--- src/rtl/uart_tx.sv ---
`default_nettype none
// ---------------------------------------------------------------------------
// uart_tx : UART serializer popping words straight from a transmit FIFO. Rev 1.0
// ---------------------------------------------------------------------------
module uart_tx #(
  parameter int DATA_BITS  = 8,
  parameter int OVERSAMPLE = 16,
  parameter int SB_TICKS   = 16,
  parameter bit PARITY_EN  = 1'b0,
  parameter bit PARITY_ODD = 1'b0
) (
  input  logic                 Clock,
  input  logic                 ResetN,
  input  logic                 SampleTick,
  input  logic                 FifoEmpty,
  input  logic [DATA_BITS-1:0] FifoReadData,
  output logic                 FifoRead,
  output logic                 Tx,
  output logic                 Busy,
  output logic                 TxDone
);

  localparam int TICK_MAX = (OVERSAMPLE > SB_TICKS) ? OVERSAMPLE : SB_TICKS;
  localparam int TICK_W   = $clog2(TICK_MAX);
  localparam int BIT_W    = $clog2(DATA_BITS) + 1;

  localparam logic [TICK_W-1:0] BIT_LAST  = TICK_W'(OVERSAMPLE - 1);
  localparam logic [TICK_W-1:0] STOP_LAST = TICK_W'(SB_TICKS - 1);
  localparam logic [BIT_W-1:0]  DATA_LAST = BIT_W'(DATA_BITS - 1);

  typedef enum logic [2:0] {
    IDLE   = 3'd0,
    START  = 3'd1,
    DATA   = 3'd2,
    PARITY = 3'd3,
    STOP   = 3'd4
  } state_t;

  state_t               state;
  logic [TICK_W-1:0]    tick_cnt;
  logic [BIT_W-1:0]     bit_cnt;
  logic [DATA_BITS-1:0] shift;
  logic                 parity_bit;
  logic [DATA_BITS-1:0] shift_next;

  assign shift_next = shift >> 1;
  assign Busy       = (state != IDLE);
  assign FifoRead   = (state == IDLE) & ~FifoEmpty & ResetN;

  always_ff @(posedge Clock) begin
    if (!ResetN) begin
      state      <= IDLE;
      tick_cnt   <= '0;
      bit_cnt    <= '0;
      shift      <= '0;
      parity_bit <= 1'b0;
      Tx         <= 1'b1;
      TxDone     <= 1'b0;
    end else begin
      TxDone <= 1'b0;
      case (state)
        IDLE: begin
          Tx <= 1'b1;
          if (!FifoEmpty) begin
            shift      <= FifoReadData;
            parity_bit <= (^FifoReadData) ^ PARITY_ODD;
            tick_cnt   <= '0;
            state      <= START;
            Tx         <= 1'b0;
          end
        end
        START: begin
          if (SampleTick) begin
            if (tick_cnt == BIT_LAST) begin
              tick_cnt <= '0;
              bit_cnt  <= '0;
              state    <= DATA;
              Tx       <= shift[0];
            end else begin
              tick_cnt <= tick_cnt + 1'b1;
            end
          end
        end
        DATA: begin
          if (SampleTick) begin
            if (tick_cnt == BIT_LAST) begin
              tick_cnt <= '0;
              shift    <= shift_next;
              bit_cnt  <= bit_cnt + 1'b1;
              // Tx is registered, so the next bit value is loaded alongside the move.
              if (bit_cnt == DATA_LAST) begin
                if (PARITY_EN) begin
                  state <= PARITY;
                  Tx    <= parity_bit;
                end else begin
                  state <= STOP;
                  Tx    <= 1'b1;
                end
              end else begin
                Tx <= shift_next[0];
              end
            end else begin
              tick_cnt <= tick_cnt + 1'b1;
            end
          end
        end
        PARITY: begin
          if (SampleTick) begin
            if (tick_cnt == BIT_LAST) begin
              tick_cnt <= '0;
              state    <= STOP;
              Tx       <= 1'b1;
            end else begin
              tick_cnt <= tick_cnt + 1'b1;
            end
          end
        end
        STOP: begin
          Tx <= 1'b1;
          if (SampleTick) begin
            if (tick_cnt == STOP_LAST) begin
              tick_cnt <= '0;
              state    <= IDLE;
              TxDone   <= 1'b1;
            end else begin
              tick_cnt <= tick_cnt + 1'b1;
            end
          end
        end
        default: begin
          state <= IDLE;
          Tx    <= 1'b1;
        end
      endcase
    end
  end

endmodule
`default_nettype wire

--- config.mk ---
export PLATFORM = sky130hd
export DESIGN_NAME = uart_tx
export DESIGN_NICKNAME = d
export VERILOG_FILES = /design/src/rtl/uart_tx.sv
export SDC_FILE = /design/constraint.sdc
export NUM_CORES = 1
export LEC_CHECK = 0
export CORE_UTILIZATION = 56
export CTS_CLUSTER_DIAMETER = 100
export CTS_CLUSTER_SIZE = 8
export DETAILED_ROUTE_END_ITERATION = 10
export PLACE_DENSITY = 0.92
export SLEW_MARGIN = 25
export SYNTH_ARGS = -nofsm -noshare
export SYNTH_HDL_FRONTEND = slang
export SYNTH_SLANG_ARGS = --single-unit
--- constraint.sdc ---
create_clock -name Clock -period 2.44 [get_ports Clock]
set_input_delay 0.488 -clock Clock [delete_from_list [all_inputs] [get_ports Clock]]
set_output_delay 0.488 -clock Clock [all_outputs]
set_load 0.01 [all_outputs]
# == Word level (Yosys, flattened, before mapping) ==
# Cells that the tools add are included.
# word_totals
output_inout_bits,4
reg_bits,21
wordCells,74
inputBits,12
# classes
reduce_logical,12
n_mux,34
bitwise,3
n_eq_ne,17
add_sub_neg,2
# ops
cell,n
$mux 3,10
$mux 4,7
$mux 8,3
$ne 2x2->1 const B,10
$pmux 4 s2,2
$pmux 8 s2,1
$pmux 3 s5,1
$reduce_and 10->1,1
$mux 1,9
$add 4x1->4 const B,2
$eq 3x2->1 const B,2
$reduce_and 3->1,2
$reduce_and 6->1,1
$reduce_bool 2->1,3
$reduce_and 5->1,1
$eq 4x3->1 const B,1
$eq 4x4->1 const B,1
$pmux 1 s4,1
$reduce_and 4->1,1
$reduce_or 4->1,1
$eq 3x1->1 const B,1
$eq 3x3->1 const B,1
$logic_not 3->1,1
$reduce_bool 3->1,1
other kinds (3),4

# == Longest topological paths before layout ==
# Gate-level depths: netlist of the first run.
# logic_depth
depth_word,5
ltp_mapped,6
ltp_nobuf,5

# == Worst setup path before layout of the first run ==
# No wires, ideal clock.
# synth_path
kind,input port to output port
from,input ResetN
to,output FifoRead
path_slack_ns,0.708
n_path_buf,2
cell_stages,4
arrival_time_ns,1.244
cell_sequence,clkbuf_1 -> inv_1 -> clkbuf_1 -> nor2_1
# synth_between
elab_chain_len,1
# synth_rtl
item,line_no,source
"start, declared",13,"input logic ResetN,"
$and 1x1->1,48,assign FifoRead = (state == IDLE) & ~FifoEmpty & ResetN;
"end, declared",17,"output logic FifoRead,"
# No other way between the ends.

# == Final worst setup path of the first run ==
# layout_path
from,register state[2]
to,output FifoRead
# layout_between
elab_chain_len,3
# layout_rtl
item,line_no,source
"start, declared",39,state_t state;
"start signal, assigned",52,state <= IDLE;
"start signal, assigned",68,state <= START;
"start signal, assigned",77,state <= DATA;
$logic_not 3->1,48,
$and 1x1->1 (2 in a row),48,
# No other way between the ends.

==> results summary, run 1 <==
The startpoint type of the worst setup path is a register. Setup repair after global routing left no endpoint under its margin. The mapped cell area came out at 1119 um2. The hold buffer count at cts is 0. Buffers added to address setup during post-CTS repair amount to 0. The cell count after synthesis is 140.

The full die area is 2180 um2. The count of max-cap constraint violations came out at 0. The clock period minus worst slack is 2350 ps. TritonCTS created 3 clock buffers. The critical path is of the reg -> out type. The count of warnings emitted by yosys is 0.

Leaving out fill and tap cells, the most frequent cell in the layout is sky130_fd_sc_hd__dfxtp_1. Sequential cells were found to cover 37.58% of the synthesized design area. The number of iterations in the first detailed-routing pass came out at 4. The count of routing violations after the opening detailed-route iteration came out at 22.

The total clock sinks is 21. The count of unique library cells instantiated by Yosys came out at 42. The largest net degree at the start of global routing is 14. Net switching is between 20 and 30% of the power. The clock slew at the register clock pins of the worst setup and hold paths is between 100 and 150 ps. The kind of end point of the critical path is a primary output. The largest vdd supply drop came out at between 400 and 500 uV. Global routing used around 30% of the available tracks. The final number of max-transition violations is 0.

Of all nets on the critical path, the largest fanout is 13. The synthesized net count is roughly 150. The power share of the clock group is 27.9%. The post-detailed-route count of antenna-violating nets is 0.

The top achievable clock speed came out at ~430 MHz. In this run the worst hold path is classified as reg -> reg. The average instance area after synthesis is around 8 um2. The number of antenna violations at the first check in global routing came out at 0.

No sink is reached through more buffers than the 2 on the longest clock path. The via count of the first global-routing pass was between 900 and 1,000. The layout filler cell count came out at approximately 140. In this run the horizontal extent of the chip is around 47 um.

Compared with the post-synthesis result, the final layout area differs by 19.35%. The area share of the leading cell type in the synthesized netlist is between 30% and 40%. The post-route fraction of the period consumed by the critical path is approximately 96%.

The wire length of the first global-routing pass came out at ~4.4 mm. The post-cts resize count is 0. Traced cell by cell, the critical path runs through nor2_1, nand2_1, nor2_1, clkdlybuf4s50_1.

Data on the critical path arrives at its endpoint at between 1500 and 2000 ps. Routability-driven placement finished with a final weighted congestion of roughly 0.9. The HPWL after detailed placement is roughly 1.9 mm. The final setup violation count came out at 0. The cell accounting for the most synthesized area is sky130_fd_sc_hd__dfxtp_1.

For this run, the post-layout net count is around 170. TritonCTS built the clock tree. For this design the static power due to leakage is around 0.5 nW. The switching power summed over all nets is 0.0001768 W.

The root buffer selected by CTS is sky130_fd_sc_hd__clkbuf_4. The internal portion of the total power is 0.0004694 W. The run finished with clean final reports.

The count of port buffers added during placement is 15. The worst slew margin relative to its limit came out at a little under 70%. The placement row count came out at 15. In this run, the combinational gates consume 15.0% of the power. The post-route worst hold slack is 460.7 ps.

The total wirelength of the detailed-routed design is between 2 and 3 mm. The standard cell core area came out at 1802 um2. The top cell types in the final layout, fill and taps aside, are sky130_fd_sc_hd__dfxtp_1, sky130_fd_sc_hd__a21oi_1, sky130_fd_sc_hd__clkdlybuf4s50_1, sky130_fd_sc_hd__nor2_1, sky130_fd_sc_hd__inv_1.

The height of the die came out at 46.69 um. The register share of total power came out at 57.1%. The sum of negative setup slack is 0 ps.

The final hold violation count was 0. The share of cells above drive strength 1 came out at a little under 9%. The transition time of the tightest slew-check pin is ~460 ps.

Total power for the finished layout comes to ~0.00065 W. The overall via count from detail_route came out at 1,111. The slowest stage of the critical path belongs to the cell sky130_fd_sc_hd__clkdlybuf4s50_1. In the post-synthesis netlist, the biggest area contributors are sky130_fd_sc_hd__dfxtp_1, sky130_fd_sc_hd__a21oi_1, sky130_fd_sc_hd__o221ai_1. The routed wirelength normalized by instance count came out at 14.70 um. The delay of the slowest cell on the worst path is around 550 ps. In this run, synthesis produced a sequential element count of 21. The number of antenna repair diodes came out at 0. The via-per-instance ratio is 6.104. In this run the number of H-tree levels came out at 1.

In this design, the critical path's most frequently occurring cell is sky130_fd_sc_hd__nor2_1. The overflow left after global routing came out at 0. 16 I/O pins were placed. In this run the power density over the cells is slightly below 500 nW/um2. The DRC violations left came out at 0. For the worst setup path, the data required time is 1950 ps. The setup clock skew after layout is 13.63 ps. Clock latency on the worst-skew pair, taken at its later pin, is around 330 ps.

The initial core utilization is 62.08%.
==> per-stage QoR <==
step,cell area (um2),std cells,util (%),setup WS [ps]
after global routing,1335,182,74.10,17.60
after global placement,1308,178,72.57,157.9
final,1335,182,74.10,89.74
after floorplan,1119,140,-,708.5
after CTS,1335,182,74.10,120.4
after detailed placement,1308,178,72.57,148.0
==> path summary, 6_finish.rpt <==
check                      startpoint               endpoint  slack (ps)  cells past startpoint
min reg2reg     shift[5]$_SDFFE_PN0P_  shift[5]$_SDFFE_PN0P_         460                      2
max reg2reg  tick_cnt[0]$_SDFFE_PN0P_  shift[1]$_SDFFE_PN0P_         660                      5
min             shift[5]$_SDFFE_PN0P_  shift[5]$_SDFFE_PN0P_         460                      2
max             state[2]$_SDFFE_PN0P_               FifoRead          90                      4
==> sequential cells by signal, summed over array words and instances, names as in the netlist <==
| signal | cells |
|---|---|
| tick_cnt | 4 |
| Tx | 1 |
| state | 3 |
| bit_cnt | 4 |
| TxDone | 1 |
| shift | 8 |
==> cell families after synthesis <==
logic type | Yosys count | synth area share, %
mux | 1 | 0.8949
flops | 21 | 37.58
compound gates | 49 | 29.53
simple gates | 48 | 22.37
fa+ha+maj | 2 | 2.237
buf+inv | 19 | 7.382
==> metal layers <==
layer | vias to the layer above | part of all wire, % | track usage, %
met2 | 29 | 49 | 48.89
met1 | 526 | 45 | 34.28
met3 | 4 | 4.2 | 7.059
li1 | 552 | - | -
met4 | 0 | 1.9 | 16.57
met5 | - | 0 | 0
==> cell usage after synthesis <==
cell,number
sky130_fd_sc_hd__dfxtp_1,21
sky130_fd_sc_hd__a21oi_1,16
sky130_fd_sc_hd__nor2_1,14
sky130_fd_sc_hd__inv_1,10
sky130_fd_sc_hd__nand3_1,9
sky130_fd_sc_hd__nand2_1,8
sky130_fd_sc_hd__o221ai_1,7
sky130_fd_sc_hd__o21ai_0,5
sky130_fd_sc_hd__clkbuf_1,4
sky130_fd_sc_hd__nand4_1,4
sky130_fd_sc_hd__a21o_1,3
sky130_fd_sc_hd__buf_2,3
sky130_fd_sc_hd__a211oi_1,2
sky130_fd_sc_hd__a31oi_1,2
sky130_fd_sc_hd__ha_1,2
sky130_fd_sc_hd__nand2b_1,2
sky130_fd_sc_hd__o211ai_1,2
sky130_fd_sc_hd__o31a_1,2
sky130_fd_sc_hd__a21boi_0,1
sky130_fd_sc_hd__a2bb2oi_1,1
sky130_fd_sc_hd__a32o_1,1
sky130_fd_sc_hd__a32oi_1,1
sky130_fd_sc_hd__a41oi_1,1
sky130_fd_sc_hd__and2_1,1
sky130_fd_sc_hd__and3_1,1
sky130_fd_sc_hd__and3b_1,1
sky130_fd_sc_hd__and4_1,1
sky130_fd_sc_hd__buf_1,1
sky130_fd_sc_hd__buf_6,1
sky130_fd_sc_hd__mux2i_1,1
sky130_fd_sc_hd__nand3_2,1
sky130_fd_sc_hd__nor2_2,1
sky130_fd_sc_hd__nor2b_1,1
sky130_fd_sc_hd__nor4b_1,1
sky130_fd_sc_hd__o21a_1,1
sky130_fd_sc_hd__o21ai_1,1
sky130_fd_sc_hd__o2bb2ai_1,1
sky130_fd_sc_hd__o31ai_1,1
sky130_fd_sc_hd__o41ai_1,1
sky130_fd_sc_hd__or2_0,1
sky130_fd_sc_hd__or3_1,1
sky130_fd_sc_hd__or3_4,1
==> power groups by stage <==
| stage | Clock, W | Sequential, W | Combinational, W |
|---|---|---|---|
| floorplan | 0 | 0.000372 | 0.0000534 |
| global placement | 0 | 0.000375 | 0.0000927 |
| detailed placement | 0 | 0.000377 | 0.0000958 |
| CTS | 0.000184 | 0.000369 | 0.0000963 |
| global route | 0.000191 | 0.000372 | 0.000106 |
| finish | 0.000180 | 0.000369 | 0.0000970 |
==> worst max-delay path: cells and delay by family (launching register included) <==
family	cells	cell delay (ps)
buffers and inverters	1	550
AND/OR/NAND/NOR	3	530
flip-flops	1	460
==> area by class of cell <==
class,instances,area (um2),share of cell area [%]
timing repair buffer,22,202.7,15.18
clock inverter,1,5.005,0.3749
multi-input combinational,100,615.6,46.11
inverter,10,37.54,2.812
sequential,21,420.4,31.49
clock buffer,3,22.52,1.687
tap,25,31.28,2.343
(Power assumes the default switching activity.)
==> run 2: changes to the inputs <==
--- a/config.mk
+++ b/config.mk
@@ -5,11 +5,13 @@
 export SDC_FILE = /design/constraint.sdc
 export NUM_CORES = 1
 export LEC_CHECK = 0
+export CORE_MARGIN = 2
 export CORE_UTILIZATION = 56
 export CTS_CLUSTER_DIAMETER = 100
 export CTS_CLUSTER_SIZE = 8
 export DETAILED_ROUTE_END_ITERATION = 10
 export PLACE_DENSITY = 0.92
+export REMOVE_ABC_BUFFERS = 1
 export SLEW_MARGIN = 25
 export SYNTH_ARGS = -nofsm -noshare
 export SYNTH_HDL_FRONTEND = slang
==> run 2 against run 1 <==
Compared with the run above:
- final cell count is 0.55% higher
- hold slack got worse by 1.5 ps
- sequential power about the same
- clock skew fell by 11 ps
- final area down 0.47%
- critical path depth is 1 higher
- combinational power is 0.5% higher
- register-to-register slack is essentially flat
- via count grew 1.3%
- clock power decreased by 6%
- global-route usage down 5.1 points
- critical endpoint unchanged
==> results summary, run 2 (synthesis gave the netlist of run 1 again) <==
The DRC violations left is 0 (unchanged). The final hold violation count is 0 (unchanged). The number of levels the H-tree was split into was 1 (unchanged).

The share of cells above drive strength 1 is 7.692% (was 8.917%). The post-route worst hold slack came out at 459.2 ps (was 460.7 ps). The worst flop-to-flop path startpoint is tick_cnt[0]$_SDFFE_PN0P_ (unchanged). The number of cells traversed by the worst register-to-register path came out at 5 (unchanged). The initial core utilization is 58.20% (was 62.08%).

The register area came out at 420.4 um2 (unchanged). The placement row count came out at 16 (was 15). The largest vdd supply drop was 298.4 uV (was 427.6 uV). The area of all placed cells without fillers is 1329 um2 (was 1335 um2).

The post-detailed-route count of antenna-violating nets is 0 (unchanged). The instance area at placement came out at 1303 um2 (was 1308 um2). The routed wirelength normalized by instance count is 14.30 um (was 14.70 um). Commonest cells after routing, fill and taps aside: sky130_fd_sc_hd__dfxtp_1, sky130_fd_sc_hd__a21oi_1, sky130_fd_sc_hd__clkdlybuf4s50_1, sky130_fd_sc_hd__nor2_1, sky130_fd_sc_hd__inv_1 (unchanged). The capturing point of the worst reg2reg path was shift[6]$_SDFFE_PN0P_ (was shift[1]$_SDFFE_PN0P_). The wire length of the first global-routing pass is 4.609 mm (was 4.374 mm).

The transition time of the tightest slew-check pin is 348.8 ps (was 459.3 ps). The total wirelength of the detailed-routed design came out at 2.616 mm (was 2.676 mm). The number of iterations in the first detailed-routing pass came out at 4 (unchanged). The post-route fraction of the period consumed by the critical path was 94.47% (was 96.32%).

The worst slew margin relative to its limit was 76.72% (was 69.34%). The count of routing violations after the opening detailed-route iteration came out at 48 (was 22). The setup clock skew after layout came out at 2.489 ps (was 13.63 ps).

The overall via count from detail_route came out at 1,125 (was 1,111). The post-route total power was 0.0006360 W (was 0.0006463 W). The placed wire-length estimate after detailed placement was 1.951 mm (was 1.892 mm).

The clock period minus worst slack is 2305 ps (was 2350 ps). The synthesis-to-layout area growth is 18.79% (was 19.35%). The hold buffer count at cts came out at 0 (unchanged).

The post-CTS setup buffer count came out at 0 (unchanged). The sum of negative setup slack is 0 ps (unchanged). The required time of the critical path is 1950 ps (about the same). The area occupied by multi-input gates came to 615.6 um2 (unchanged). The final worst slack came out at 135.0 ps (was 89.74 ps). The largest net degree at the start of global routing is 14 (unchanged).

The number of top-level pins is 16 (unchanged). The via-per-instance ratio is 6.148 (was 6.104). The number of antenna violations at the first check in global routing was 0 (unchanged). RSZ-0062 raised after global routing: false (unchanged). The final number of max-transition violations is 0 (unchanged). The post-layout net count came out at 171 (was 172).

The post-cts resize count came out at 0 (unchanged). The number of flip-flops in the largest register is 8 (unchanged). The clock slew at the register clock pins of the worst setup and hold paths is 110 ps (was 130 ps).

The register bank with the most flops is shift (unchanged). The layout filler cell count is 164 (was 142). The total clock sinks is 21 (unchanged). The count of port buffers added during placement is 15 (unchanged). The final setup violation count is 0 (unchanged).

The overall die width is 48.69 um (was 46.69 um). The startpoint type of the worst setup path is an input port (was register). The number of antenna repair diodes is 0 (unchanged).

The type of the most critical hold path is reg -> reg (unchanged). The overflow left after global routing is 0 (unchanged). The full die area was 2371 um2 (was 2180 um2). The placement-stage worst setup slack came out at 130.3 ps (was 148.0 ps). The worst-path maximum fanout is 3 (was 13). The startpoint-to-endpoint class of the critical path was in -> out (was reg -> out). The kind of end point of the critical path is a primary output (unchanged). The cell with the biggest individual delay on the critical path is sky130_fd_sc_hd__clkdlybuf4s50_1 (unchanged).

The overall fraction of global-route tracks in use came out at 24.41% (was 29.49%). The number of cells traversed by the worst hold path is 2 (unchanged). The reported leakage power came to 0.4902 nW (was 0.4977 nW). The number of buffers inserted during clock tree synthesis was 3 (unchanged). The start point of the worst hold path is shift[2]$_SDFFE_PN0P_ (was shift[5]$_SDFFE_PN0P_). The arrival time reported for the critical path endpoint is 1820 ps (was 1860 ps). The count of max-cap constraint violations is 0 (unchanged). The worst-case clock buffer depth is 2 (unchanged).

The via count of the first global-routing pass came out at 1,032 (was 994). The worst reg-to-reg setup slack is 650 ps (was 660 ps). The global placement routability congestion came to 0.8230 (was 0.8746). Cell chain of the critical path: clkdlybuf4s50_1, nor2_1, nand2_1, nor2_1, clkdlybuf4s50_1 (was nor2_1, nand2_1, nor2_1, clkdlybuf4s50_1).

Registers with the most flip-flops: shift x8, bit_cnt x4, tick_cnt x4 (unchanged). The TritonCTS clock tree is done (unchanged). The power density over the cells is 478.7 nW/um2 (was 484.1 nW/um2). The root buffer selected by CTS is sky130_fd_sc_hd__clkbuf_4 (unchanged).

The delay of the slowest cell on the worst path came out at 540 ps (was 550 ps). The clock latency on the worst-skew pair came out at 300 ps (was 330 ps). The top achievable clock speed came out at 433.8 MHz (was 425.5 MHz). The most common cell after layout, fill and taps aside is sky130_fd_sc_hd__dfxtp_1 (unchanged). The height of the die is 48.69 um (was 46.69 um). The standard cell core area is 1922 um2 (was 1802 um2). Status: complete, no violations (unchanged). The endpoint of the worst hold-timing path is shift[2]$_SDFFE_PN0P_ (was shift[5]$_SDFFE_PN0P_).
## run 2: changes by cell type in the layout (fill, tap and decap cells not counted), sizes merged
| cell | before | now |
|---|---|---|
| clkbuf | 3 | 4 |
| clkinv | 1 | 0 |
| buf | 7 | 6 |
## run 2: stage by stage
step | util, % | instances
after floorplan | - | 131
after global placement | 67.77 | 179
after detailed placement | 67.77 | 179
after CTS | 69.14 | 183
after global routing | 69.14 | 183
final | 69.14 | 183
## run 2: worst max-delay path by stage
stage	from	end	depth (start not counted)
floorplan	state[1]$_SDFFE_PN0P_	FifoRead	3
finish	FifoEmpty	FifoRead	5
CTS	FifoEmpty	FifoRead	5
global route	FifoEmpty	FifoRead	5
detailed placement	FifoEmpty	FifoRead	5
global placement	FifoEmpty	FifoRead	5
## run 2: cell type report
type | count | area share (%)
flip-flops and latches | 21 | 31.64
well taps | 27 | 2.542
repair buffers | 21 | 14.69
clock buffers | 4 | 1.977
multi-input cells | 100 | 46.33
inverters | 10 | 2.825
## run 2: power breakdown
group	leakage (nW)	total, W	internal [W]	switching, W
Clock	0.0150	0.000170	0.0000638	0.000106
Sequential	0.172	0.000369	0.000357	0.0000112
Combinational	0.304	0.0000975	0.0000493	0.0000482
## run 2: worst max-delay path, delay by kind of cell
family / cells / cell delay, ps
simple gates: 3 / 370
buf+inv: 2 / 970
## run 2: routing by layer
metal / track usage (%) / share of wire [%]
met1: 31.37 / 43
met2: 41.55 / 50
met3: 3.086 / 5.2
met4: 9.524 / 2.2
met5: 0 / 0
==> run 3: changes to the inputs <==
--- a/config.mk
+++ b/config.mk
@@ -5,14 +5,17 @@
 export SDC_FILE = /design/constraint.sdc
 export NUM_CORES = 1
 export LEC_CHECK = 0
+export ABC_AREA = 1
+export CORE_ASPECT_RATIO = 1.4
 export CORE_MARGIN = 2
-export CORE_UTILIZATION = 56
+export CORE_UTILIZATION = 58
 export CTS_CLUSTER_DIAMETER = 100
 export CTS_CLUSTER_SIZE = 8
 export DETAILED_ROUTE_END_ITERATION = 10
-export PLACE_DENSITY = 0.92
+export PLACE_DENSITY = 0.93
 export REMOVE_ABC_BUFFERS = 1
 export SLEW_MARGIN = 25
 export SYNTH_ARGS = -nofsm -noshare
 export SYNTH_HDL_FRONTEND = slang
 export SYNTH_SLANG_ARGS = --single-unit
+export TNS_END_PERCENT = 100
==> run 3 against run 2 <==
Compared with the run above:
- clock skew rose by 2.4 ps
- non-clock buffer count fell by 4
- routed wire length fell by 3.7%
- sequential power rose by 47%
- final cell count rose by 21%
- utilization rose by 2.9 points
- fmax fell by 1.9%
- register-to-register slack improved by 240 ps
- global-route usage fell by 1.8 points
- critical path depth rose by 1
==> results summary, run 3 <==
The post-detailed-route count of antenna-violating nets came out at 0 (unchanged). The via count of the first global-routing pass is 1,084 (was 1,032). The synthesis-to-layout area growth came out at 16.40% (was 18.79%). The average instance area after synthesis was 6.830 um2 (was 7.990 um2).

The kind of end point of the critical path is a primary output (unchanged). The final setup violation count is 0 (unchanged). The count of warnings emitted by yosys is 0 (unchanged). The final hold violation count is 0 (unchanged). The count of unique library cells instantiated by Yosys is 28 (was 42). The clock slew at the register clock pins of the worst setup and hold paths came out at 120 ps (was 110 ps). The height of the die was 58.63 um (was 48.69 um). The final number of max-transition violations came to 0 (unchanged).

The startpoint type of the worst setup path is a register (was input port). The cell family with the largest share of critical-path delay was buffers and inverters (unchanged). The most instantiated library cell after synthesis is sky130_fd_sc_hd__nand2_1 (was sky130_fd_sc_hd__dfxtp_1).

The transition time of the tightest slew-check pin came out at 351.8 ps (was 348.8 ps). The count of routing violations after the opening detailed-route iteration is 38 (was 48). The placement-stage worst setup slack is 123.1 ps (was 130.3 ps). The cell count after synthesis is 181 (was 140). The delay of the slowest cell on the worst path was 540 ps (about the same). The count of port buffers added during placement came to 15 (unchanged). RSZ-0062 raised after global routing: false (unchanged). The share of cells above drive strength 1 is 14.00% (was 7.692%). The hold buffer count at cts came out at 0 (unchanged). Leading cell types by total area after synthesis: sky130_fd_sc_hd__dfxtp_1, sky130_fd_sc_hd__nand2_1, sky130_fd_sc_hd__nor2_1 (was sky130_fd_sc_hd__dfxtp_1, sky130_fd_sc_hd__a21oi_1, sky130_fd_sc_hd__o221ai_1). The count of state elements after synthesis is 21 (unchanged).

The post-cts resize count came out at 0 (unchanged). The via-per-instance ratio is 5.299 (was 6.148). The root buffer selected by CTS is sky130_fd_sc_hd__clkbuf_4 (unchanged). The number of iterations in the first detailed-routing pass is 4 (unchanged). The top achievable clock speed came out at 425.6 MHz (was 433.8 MHz). The largest net degree at the start of global routing came to 17 (was 14). The global placement routability congestion came to 0.8197 (was 0.8230). The reported leakage power was 0.6734 nW (was 0.4902 nW). The overall die width is 43.02 um (was 48.69 um). The power density over the cells came out at 1008 nW/um2 (was 478.7 nW/um2).

The clock period minus worst slack is 2350 ps (was 2305 ps). The clock latency on the worst-skew pair came out at 320 ps (was 300 ps). The arrival time reported for the critical path endpoint came out at 1860 ps (was 1820 ps). The worst-case clock buffer depth came out at 2 (unchanged).

Status: complete, no violations (unchanged). The main flop type after synthesis is sky130_fd_sc_hd__dfxtp_1 (unchanged). The number of flops mapped to enable cells by yosys came out at 0 (unchanged). The total wirelength of the detailed-routed design is 2.520 mm (was 2.616 mm). The required time of the critical path came to 1950 ps (about the same). The post-route fraction of the period consumed by the critical path is 96.30% (was 94.47%).

The number of levels the H-tree was split into came out at 1 (unchanged). The placed wire-length estimate after detailed placement was 2.005 mm (was 1.951 mm). The overall via count from detail_route is 1,171 (was 1,125). The type of the most critical hold path is reg -> reg (unchanged).

The largest vdd supply drop was 619.6 uV (was 298.4 uV). The area share of the leading cell type in the synthesized netlist came out at 34.01% (was 37.58%). The standard cell core area came out at 1997 um2 (was 1922 um2). The initial core utilization is 61.90% (was 58.20%). The total clock sinks is 21 (unchanged). The worst-path maximum fanout came out at 7 (was 3). Registers with the most flip-flops: shift x8, bit_cnt x4, tick_cnt x4 (unchanged). Most frequent cells after synthesis: sky130_fd_sc_hd__nand2_1, sky130_fd_sc_hd__nor2_1, sky130_fd_sc_hd__dfxtp_1 (was sky130_fd_sc_hd__dfxtp_1, sky130_fd_sc_hd__a21oi_1, sky130_fd_sc_hd__nor2_1).

The register bank with the most flops is shift (unchanged). The async set-reset flop share out of synthesis is 0% (unchanged). The final worst slack came to 90.34 ps (was 135.0 ps). The setup clock skew after layout is 4.877 ps (was 2.489 ps). The full die area came out at 2522 um2 (was 2371 um2). The number of antenna repair diodes is 0 (unchanged). The post-layout net count was 215 (was 171). The part of the Yosys area used for sequential elements came out at 34.01% (was 37.58%). The worst slew margin relative to its limit came out at 76.51% (was 76.72%).

The cell with the biggest individual delay on the critical path was sky130_fd_sc_hd__clkdlybuf4s50_1 (unchanged). The number of top-level pins came out at 16 (unchanged). The startpoint-to-endpoint class of the critical path is reg -> out (was in -> out). The wire length of the first global-routing pass is 4.367 mm (was 4.609 mm). The post-CTS setup buffer count was 0 (unchanged). The count of max-cap constraint violations came out at 0 (unchanged). The mapped cell area is 1236 um2 (was 1119 um2). The total buffers and inverters traversed by the critical path came to 2 (unchanged). The most common cell after layout, fill and taps aside was sky130_fd_sc_hd__nand2_1 (was sky130_fd_sc_hd__dfxtp_1). The overall fraction of global-route tracks in use came to 22.60% (was 24.41%). Counting stages on the worst path, the most repeated cell is sky130_fd_sc_hd__nor2_4. The number of flip-flops in the largest register came to 8 (unchanged). Cell chain of the critical path: nor2_4, nand2_4, nor2_4, inv_1, nor2_1, clkdlybuf4s50_1 (was clkdlybuf4s50_1, nor2_1, nand2_1, nor2_1, clkdlybuf4s50_1). The routed wirelength normalized by instance count came out at 11.40 um (was 14.30 um). The placement row count is 19 (was 16). The TritonCTS clock tree is done (unchanged). The sum of negative setup slack came out at 0 ps (unchanged).

The overflow left after global routing came out at 0 (unchanged). The cell accounting for the most synthesized area was sky130_fd_sc_hd__dfxtp_1 (unchanged). Commonest cells after routing, fill and taps aside: sky130_fd_sc_hd__nand2_1, sky130_fd_sc_hd__nor2_1, sky130_fd_sc_hd__dfxtp_1, sky130_fd_sc_hd__inv_1, sky130_fd_sc_hd__clkdlybuf4s50_1 (was sky130_fd_sc_hd__dfxtp_1, sky130_fd_sc_hd__a21oi_1, sky130_fd_sc_hd__clkdlybuf4s50_1, sky130_fd_sc_hd__nor2_1, sky130_fd_sc_hd__inv_1). The number of antenna violations at the first check in global routing is 0 (unchanged).

The DRC violations left is 0 (unchanged). The number of buffers inserted during clock tree synthesis came to 3 (unchanged).
## run 3: worst paths after layout
check | cells past startpoint | slack (ps) | start | end
worst max-delay path | 6 | 90 | state[2]$_SDFFE_PN0P_ | FifoRead
worst min register to register | 2 | 480 | shift[7]$_SDFFE_PN0P_ | shift[7]$_SDFFE_PN0P_
worst max register to register | 6 | 890 | tick_cnt[0]$_SDFFE_PN0P_ | shift[3]$_SDFFE_PN0P_
worst min-delay path | 2 | 480 | shift[7]$_SDFFE_PN0P_ | shift[7]$_SDFFE_PN0P_
## run 3: kinds of logic (layout without fill, tap and decap cells)
family                   Yosys count  in the layout  synth area share (%)
AO/OA/AOI/OAI                     21             21                 9.110
AND/OR/NAND/NOR                  112            112                 44.94
buffers and inverters             22             41                 7.793
flip-flops                        21             21                 34.01
XOR/XNOR                           3              3                 2.126
adder cells (fa/ha/maj)            2              2                 2.024
## run 3: power by group
group | switching, W | internal (W) | total (W) | leakage [nW]
registers | 0.000104 | 0.000440 | 0.000544 | 0.172
logic | 0.000447 | 0.000288 | 0.000735 | 0.483
clock network | 0.000111 | 0.0000615 | 0.000172 | 0.0177
total | 0.000661 | 0.000790 | 0.00145 | 0.673
## run 3: per-stage QoR
| stage | hold slack, ps | total power, W | area (um2) | utilization (%) | cells |
|---|---|---|---|---|---|
| 4_1_cts | 478.4 | 0.001458 | 1439 | 72.06 | 221 |
| 5_1_grt | 515.9 | 0.001576 | 1439 | 72.06 | 221 |
| 3_5_place_dp | 462.4 | 0.001293 | 1411 | 70.68 | 217 |
| 6_report | 478.0 | 0.001451 | 1439 | 72.06 | 221 |
| 3_3_place_gp | 449.6 | 0.001259 | 1411 | 70.68 | 217 |
| 2_1_floorplan | 439.2 | 0.001100 | 1220 | - | 179 |
## run 3: layer usage
layer	part of all wire, %	global-route usage (%)	vias up
li1	-	-	608
met1	38	22.88	529
met2	55	45.24	29
met3	4.1	1.840	5
met4	2.1	10.39	0
met5	0	0	-
## run 3: cell type report
| class | count | area [um2] |
|---|---|---|
| multi-input cells | 138 | 719.4 |
| fillers | 167 | 558.0 |
| flip-flops and latches | 21 | 420.4 |
| repair buffers | 17 | 165.2 |
| inverters | 20 | 80.08 |
| well taps | 21 | 26.28 |
| clock buffers | 3 | 22.52 |
| clock inverters | 1 | 5.005 |
## run 3: worst register-to-register path, delay by kind of cell (launching register included)
kind,cells,cell delay (ps)
and+or+nand+nor,4,560
DFF,1,400
adders and majority gates,1,280
AOI/OAI and AO/OA,1,210
